**src/rtl/wavetable_dds_synth_if.sv**
```systemverilog
// wavetable_dds_synth_if: control, table-write and audio-output signals of the wavetable DDS player.
interface wavetable_dds_synth_if #(
    parameter int SAMPLE_W = 8,
    parameter int ADDR_W   = 5,
    parameter int PHASE_W  = 16
);
    logic                Switch;
    logic [PHASE_W-1:0]  FREQ;
    logic                WR_EN;
    logic [ADDR_W-1:0]   WR_ADDR;
    logic [SAMPLE_W-1:0] WR_DATA;
    logic [SAMPLE_W-1:0] SAMPLE;
    logic                SAMPLE_STB;
    logic                AudioBit;
    modport master (output Switch, FREQ, WR_EN, WR_ADDR, WR_DATA, input SAMPLE, SAMPLE_STB, AudioBit);
    modport slave  (input Switch, FREQ, WR_EN, WR_ADDR, WR_DATA, output SAMPLE, SAMPLE_STB, AudioBit);
endinterface

```
**src/rtl/wavetable_dds_synth.sv**
```systemverilog
// wavetable_dds_synth: writable wavetable stepped by a phase accumulator, parallel sample plus 1-bit audio.
// Define WAVETABLE_PDM_EN for a sigma-delta AudioBit; otherwise AudioBit follows the sample MSB.
module wavetable_dds_synth #(
    parameter int SAMPLE_W = 8,
    parameter int ADDR_W   = 5,
    parameter int PHASE_W  = 16,
    parameter int CLK_DIV  = 1
) (
    input logic CLK,
    input logic RST_N,
    wavetable_dds_synth_if.slave bus
);
    localparam int DIV_W = CLK_DIV > 1 ? $clog2(CLK_DIV) : 1;
    logic [SAMPLE_W-1:0] wave [2**ADDR_W];
    logic [PHASE_W-1:0]  phase;
    logic [DIV_W-1:0]    div;
    logic [SAMPLE_W-1:0] sample_q;
    logic                stb_q;
    logic                bit_q;
    logic                tick;
    assign tick           = bus.Switch && div == DIV_W'(CLK_DIV - 1);
    assign bus.SAMPLE     = sample_q;
    assign bus.SAMPLE_STB = stb_q;
    assign bus.AudioBit   = bit_q;
    // Table is not reset; non-blocking update gives read-before-write on collisions.
    always_ff @(posedge CLK)
        if (bus.WR_EN) wave[bus.WR_ADDR] <= bus.WR_DATA;
    always_ff @(posedge CLK or negedge RST_N) begin
        if (!RST_N) begin
            phase    <= '0;
            div      <= '0;
            sample_q <= '0;
            stb_q    <= 1'b0;
        end else if (!bus.Switch) begin
            phase    <= '0;
            div      <= '0;
            sample_q <= '0;
            stb_q    <= 1'b0;
        end else begin
            div   <= tick ? '0 : div + 1'b1;
            stb_q <= tick;
            if (tick) begin
                sample_q <= wave[phase[PHASE_W-1 -: ADDR_W]];
                phase    <= phase + bus.FREQ;
            end
        end
    end
`ifdef WAVETABLE_PDM_EN
    // {bit_q, acc} together form the SAMPLE_W+1 bit accumulator; bit_q is its carry.
    logic [SAMPLE_W-1:0] acc;
    logic [SAMPLE_W:0]   acc_nxt;
    assign acc_nxt = {1'b0, acc} + {1'b0, sample_q};
    always_ff @(posedge CLK or negedge RST_N) begin
        if (!RST_N) begin
            acc   <= '0;
            bit_q <= 1'b0;
        end else if (!bus.Switch) begin
            acc   <= '0;
            bit_q <= 1'b0;
        end else begin
            acc   <= acc_nxt[SAMPLE_W-1:0];
            bit_q <= acc_nxt[SAMPLE_W];
        end
    end
`else
    always_ff @(posedge CLK or negedge RST_N)
        if (!RST_N) bit_q <= 1'b0;
        else        bit_q <= bus.Switch && sample_q[SAMPLE_W-1];
`endif
endmodule

```
**src/flat_wrapper.sv**
```systemverilog
// flat-port wrapper written by rule: the top's interface ports become plain ports
module wavetable_dds_synth_flat 
#(
    parameter int SAMPLE_W = 8,
    parameter int ADDR_W   = 5,
    parameter int PHASE_W  = 16,
    parameter int CLK_DIV  = 1
)
  (CLK, RST_N, bus_Switch, bus_FREQ, bus_WR_EN, bus_WR_ADDR, bus_WR_DATA, bus_SAMPLE, bus_SAMPLE_STB, bus_AudioBit);
  wavetable_dds_synth_if #(.SAMPLE_W(SAMPLE_W), .ADDR_W(ADDR_W), .PHASE_W(PHASE_W)) bus_i ();
  input logic CLK;
  input logic RST_N;
  input wire logic [$bits(bus_i.Switch)-1:0] bus_Switch;
  input wire logic [$bits(bus_i.FREQ)-1:0] bus_FREQ;
  input wire logic [$bits(bus_i.WR_EN)-1:0] bus_WR_EN;
  input wire logic [$bits(bus_i.WR_ADDR)-1:0] bus_WR_ADDR;
  input wire logic [$bits(bus_i.WR_DATA)-1:0] bus_WR_DATA;
  output wire logic [$bits(bus_i.SAMPLE)-1:0] bus_SAMPLE;
  output wire logic [$bits(bus_i.SAMPLE_STB)-1:0] bus_SAMPLE_STB;
  output wire logic [$bits(bus_i.AudioBit)-1:0] bus_AudioBit;
  assign bus_i.Switch = bus_Switch;
  assign bus_i.FREQ = bus_FREQ;
  assign bus_i.WR_EN = bus_WR_EN;
  assign bus_i.WR_ADDR = bus_WR_ADDR;
  assign bus_i.WR_DATA = bus_WR_DATA;
  assign bus_SAMPLE = bus_i.SAMPLE;
  assign bus_SAMPLE_STB = bus_i.SAMPLE_STB;
  assign bus_AudioBit = bus_i.AudioBit;
  wavetable_dds_synth #(.SAMPLE_W(SAMPLE_W), .ADDR_W(ADDR_W), .PHASE_W(PHASE_W), .CLK_DIV(CLK_DIV)) u_core (.CLK(CLK), .RST_N(RST_N), .bus(bus_i));
endmodule
```
**config.mk**
```make
export PLATFORM = sky130hd
export DESIGN_NAME = wavetable_dds_synth_flat
export DESIGN_NICKNAME = d
export VERILOG_FILES = /design/src/rtl/wavetable_dds_synth_if.sv /design/src/rtl/wavetable_dds_synth.sv /design/src/flat_wrapper.sv
export SDC_FILE = /design/constraint.sdc
export NUM_CORES = 1
export LEC_CHECK = 0
export CAP_MARGIN = 0
export CORE_ASPECT_RATIO = 1.5
export CORE_MARGIN = 3
export CORE_UTILIZATION = 50
export CTS_CLUSTER_DIAMETER = 30
export DETAILED_ROUTE_END_ITERATION = 12
export PLACE_DENSITY = 0.72
export SLEW_MARGIN = 15
export SYNTH_ARGS = -nofsm -noshare
export SYNTH_HDL_FRONTEND = slang
export SYNTH_SLANG_ARGS = --single-unit
```
**constraint.sdc**
```tcl
create_clock -name CLK -period 5.55 [get_ports CLK]
set_input_delay 1.11 -clock CLK [delete_from_list [all_inputs] [get_ports CLK]]
set_output_delay 1.11 -clock CLK [all_outputs]
set_load 0.02 [all_outputs]
```
==> impl_results.rst <==
.. list-table::
   :header-rows: 1

   * - Metric
     - Value
   * - Unrepaired setup endpoints after global routing
     - no
   * - Slowest cell delay on critical path
     - 0.98 ns
   * - Count of distinct cell types in the synthesized netlist
     - 53
   * - Max Freq
     - 324 MHz
   * - Max clock buf depth
     - 3
   * - Vias per inst
     - 6.21
   * - Initial standard-cell utilization of the core
     - 0.514
   * - CTS hold repair buffers
     - 0
   * - Final routed DRC violation total
     - 0
   * - Critical Path RT
     - 5.90 ns
   * - Clock tree from TritonCTS
     - yes
   * - Number of cell rows
     - 67
   * - Number of cells after detailed placement
     - 940
   * - Cell breakdown of the critical path
     - buf_4 -> mux4_2 -> nor2b_1 -> a211oi_1 -> o41ai_2
   * - Routability cong.
     - 0.871
   * - Worst Setup End Kind
     - flop
   * - Period minus WS final
     - 3.09 ns
   * - Total Routed Length
     - 24,300 um
   * - Highest-count cells in the layout ignoring fill and taps
     - sky130_fd_sc_hd__edfxtp_1 (256), sky130_fd_sc_hd__mux4_2 (64), sky130_fd_sc_hd__nor2_1 (42)
   * - Skew final
     - 0.00867 ns
   * - Overall power after layout
     - 5.25 mW
   * - Core outline area
     - 22,600 um^2
   * - Kind of cell adding the most delay to the critical path
     - flip-flops
   * - Seq/Total Area, Yosys
     - 0.718
   * - Post-route setup TNS
     - 0 ns
   * - Max-cap violations
     - 0
   * - HPWL after DPL
     - 15,200 um
   * - Fraction of final layout cells with drive strength greater than 1
     - 0.199
   * - Total power per unit cell area
     - 391 nW/um^2
   * - Clock Latency Late Sink
     - 0.50 ns
   * - Startpoint-to-endpoint class of the critical path
     - flop to flop
   * - I/O Buffers
     - 42
   * - Depth of the critical timing path with buffers and inverters included
     - 5
   * - Diodes inserted
     - 0
   * - Count of flip-flops with a built-in enable after synthesis
     - 256
   * - Syn. warnings
     - 0
   * - Synth-to-Final Area Change
     - 15.3%
   * - Post-CTS Setup Bufs
     - 0
   * - Net count after synthesis
     - 691
   * - Average footprint of a synthesized cell
     - 18.1 um^2
   * - Global route total overflow
     - 0
   * - Most common cell after layout, fill and taps aside
     - sky130_fd_sc_hd__edfxtp_1
   * - Total CTS buffers
     - 36
   * - Root buf cell
     - sky130_fd_sc_hd__clkbuf_16
   * - Synthesized area
     - 11,600 um^2
   * - Pin slew with the least headroom to its limit
     - 0.893 ns
   * - Setup crit start kind
     - flop
   * - Number of nets in the finished design
     - 751
   * - Wire per inst
     - 24.2 um
   * - Initial antenna violation count
     - 0
   * - Clock Sinks
     - 283
   * - CP max-delay cell
     - sky130_fd_sc_hd__dfrtp_4
   * - Synth async-reset ratio
     - 0.0954
   * - Register bit count reported by yosys
     - 283
   * - Pins Over Slew Limit
     - 0
   * - Final instance count without filler cells
     - 1,006
   * - Hold_ws
     - 0.496 ns
   * - First-pass detailed-route iteration total
     - 5
   * - Count of buffering cells on the critical path with inverters included
     - 1
   * - Maximum level of the CTS H-tree
     - 2
   * - Largest voltage drop on the vdd net
     - 0.000204 V
   * - Total global-route track usage
     - 0.201
   * - Final Hold Fails
     - 0
   * - Total I/O pin count
     - 43
   * - Largest net degree at the start of global routing
     - 49
   * - Crit path max fanout
     - 42
   * - Die area
     - 25,200 um^2
   * - Worst-case headroom to the max-slew limit
     - 0.402
   * - Global-route wire length before repair
     - 38,300 um
   * - Vias in the first global route
     - 6,690
   * - Period Utilization, post-route
     - 0.557
   * - Number of instances in the synthesized netlist
     - 642
   * - Total via count in the routed design
     - 6,252
   * - Most frequently used flop master after synthesis
     - sky130_fd_sc_hd__edfxtp_1
   * - Final count of negative-setup-slack endpoints
     - 0
   * - Hold WC Path Type
     - flop to flop
   * - Number of gates resized after cts
     - 0
   * - Clock-pin transition on the worst setup and hold timing paths
     - 0.05 ns
   * - Status
     - completed
   * - Initial DRC count
     - 539
   * - Die height
     - 193 um
   * - Die width
     - 131 um
   * - Worst path arrival time
     - 3.44 ns
   * - Leakage Power
     - 4.41 nW
   * - Worst Hold Depth
     - 2
   * - Cell depth of the worst flop-to-flop path
     - 5
   * - Count of antenna-violating nets left after detailed routing
     - 0
## worst register-to-register path: stages (launching register included)
cell and delay [ns]:
sky130_fd_sc_hd__dfrtp_4 0.98, sky130_fd_sc_hd__buf_4 0.58, sky130_fd_sc_hd__mux4_2 0.59, sky130_fd_sc_hd__nor2b_1 0.17, sky130_fd_sc_hd__a211oi_1 0.50, sky130_fd_sc_hd__o41ai_2 0.14
## sequential cells by signal, indices dropped and copies added, names as in the netlist
name                   flops
u_core.bus.AudioBit        1
u_core.bus.SAMPLE          8
u_core.bus.SAMPLE_STB      1
u_core.div                 1
u_core.phase              16
u_core.wave              256
## kinds of logic (layout without fill, tap and decap cells)
logic type                 Yosys count  count (layout)  synth area share
AOI/OAI and AO/OA                  107             107            0.0631
xor gates and xnor gates            12              12           0.00903
adders and majority gates           16              16            0.0178
buffers and inverters               41             129            0.0185
DFF                                283             283             0.718
muxes                               65              65             0.125
other                                1               1          0.000322
and+or+nand+nor                    117             117            0.0482
## area by class of cell
cell class | count | area, um^2
clock inverters | 25 | 208
clock buffers | 41 | 941
flip-flops and latches | 283 | 8370
inverters | 14 | 52.6
well taps | 276 | 345
fillers | 1624 | 9210
multi-input cells | 318 | 3060
repair buffers | 49 | 448
## Yosys cell counts, types with 6 or more instances
cell                       instances  area (um^2)
sky130_fd_sc_hd__a21oi_1          12         60.1
sky130_fd_sc_hd__xor2_1            8         70.1
sky130_fd_sc_hd__a22oi_1           8         60.1
sky130_fd_sc_hd__ha_1             15          188
sky130_fd_sc_hd__inv_1            14         52.6
sky130_fd_sc_hd__nor2b_1          11         68.8
sky130_fd_sc_hd__edfxtp_1        256         7690
sky130_fd_sc_hd__nand2_1          35          131
sky130_fd_sc_hd__clkbuf_1         11         41.3
sky130_fd_sc_hd__a211oi_1         11         82.6
sky130_fd_sc_hd__and2_1            6         37.5
sky130_fd_sc_hd__dfrtp_1          27          676
sky130_fd_sc_hd__o41ai_1           7         61.3
sky130_fd_sc_hd__buf_2             6         30.0
sky130_fd_sc_hd__o22ai_1           8         50.1
sky130_fd_sc_hd__mux4_2           64         1440
sky130_fd_sc_hd__o21ai_0          26          130
sky130_fd_sc_hd__nand3b_1          6         45.0
sky130_fd_sc_hd__nor2_1           42          158
sky130_fd_sc_hd__a311oi_1          7         61.3
## report_power, final
part / switching [mW] / internal, mW
registers: 0.0746 / 2.38
logic: 0.332 / 0.290
clock network: 0.884 / 1.30
total: 1.29 / 3.96
## worst paths after layout
kind                                   from              endpoint  slack, ns
min reg2reg                u_core.phase[10]      u_core.phase[10]       0.50
min in group asynchronous             RST_N  u_core.bus.SAMPLE[4]       1.01
max                        u_core.phase[11]  u_core.bus.SAMPLE[5]       2.46
max reg2reg                u_core.phase[11]  u_core.bus.SAMPLE[5]       2.46
min                        u_core.phase[10]      u_core.phase[10]       0.50
max in group asynchronous             RST_N      u_core.phase[11]       4.24
## metal layers
metal	part of all wire	vias up	track usage
li1	-	2727	-
met2	0.53	239	0.353
met3	0.055	62	0.0305
met1	0.37	3224	0.252
met4	0.040	0	0.0756
met5	0	-	0
## per-stage QoR
stage           util  cell area (um^2)  setup WS (ns)
6_report       0.593             13400           2.46
5_1_grt        0.593             13400           2.22
4_1_cts        0.594             13500           2.37
3_5_place_dp   0.544             12300           2.03
3_3_place_gp   0.544             12300           2.10
2_1_floorplan      -             11600           2.76
No activity file was read; power rests on OpenSTA's default activity.
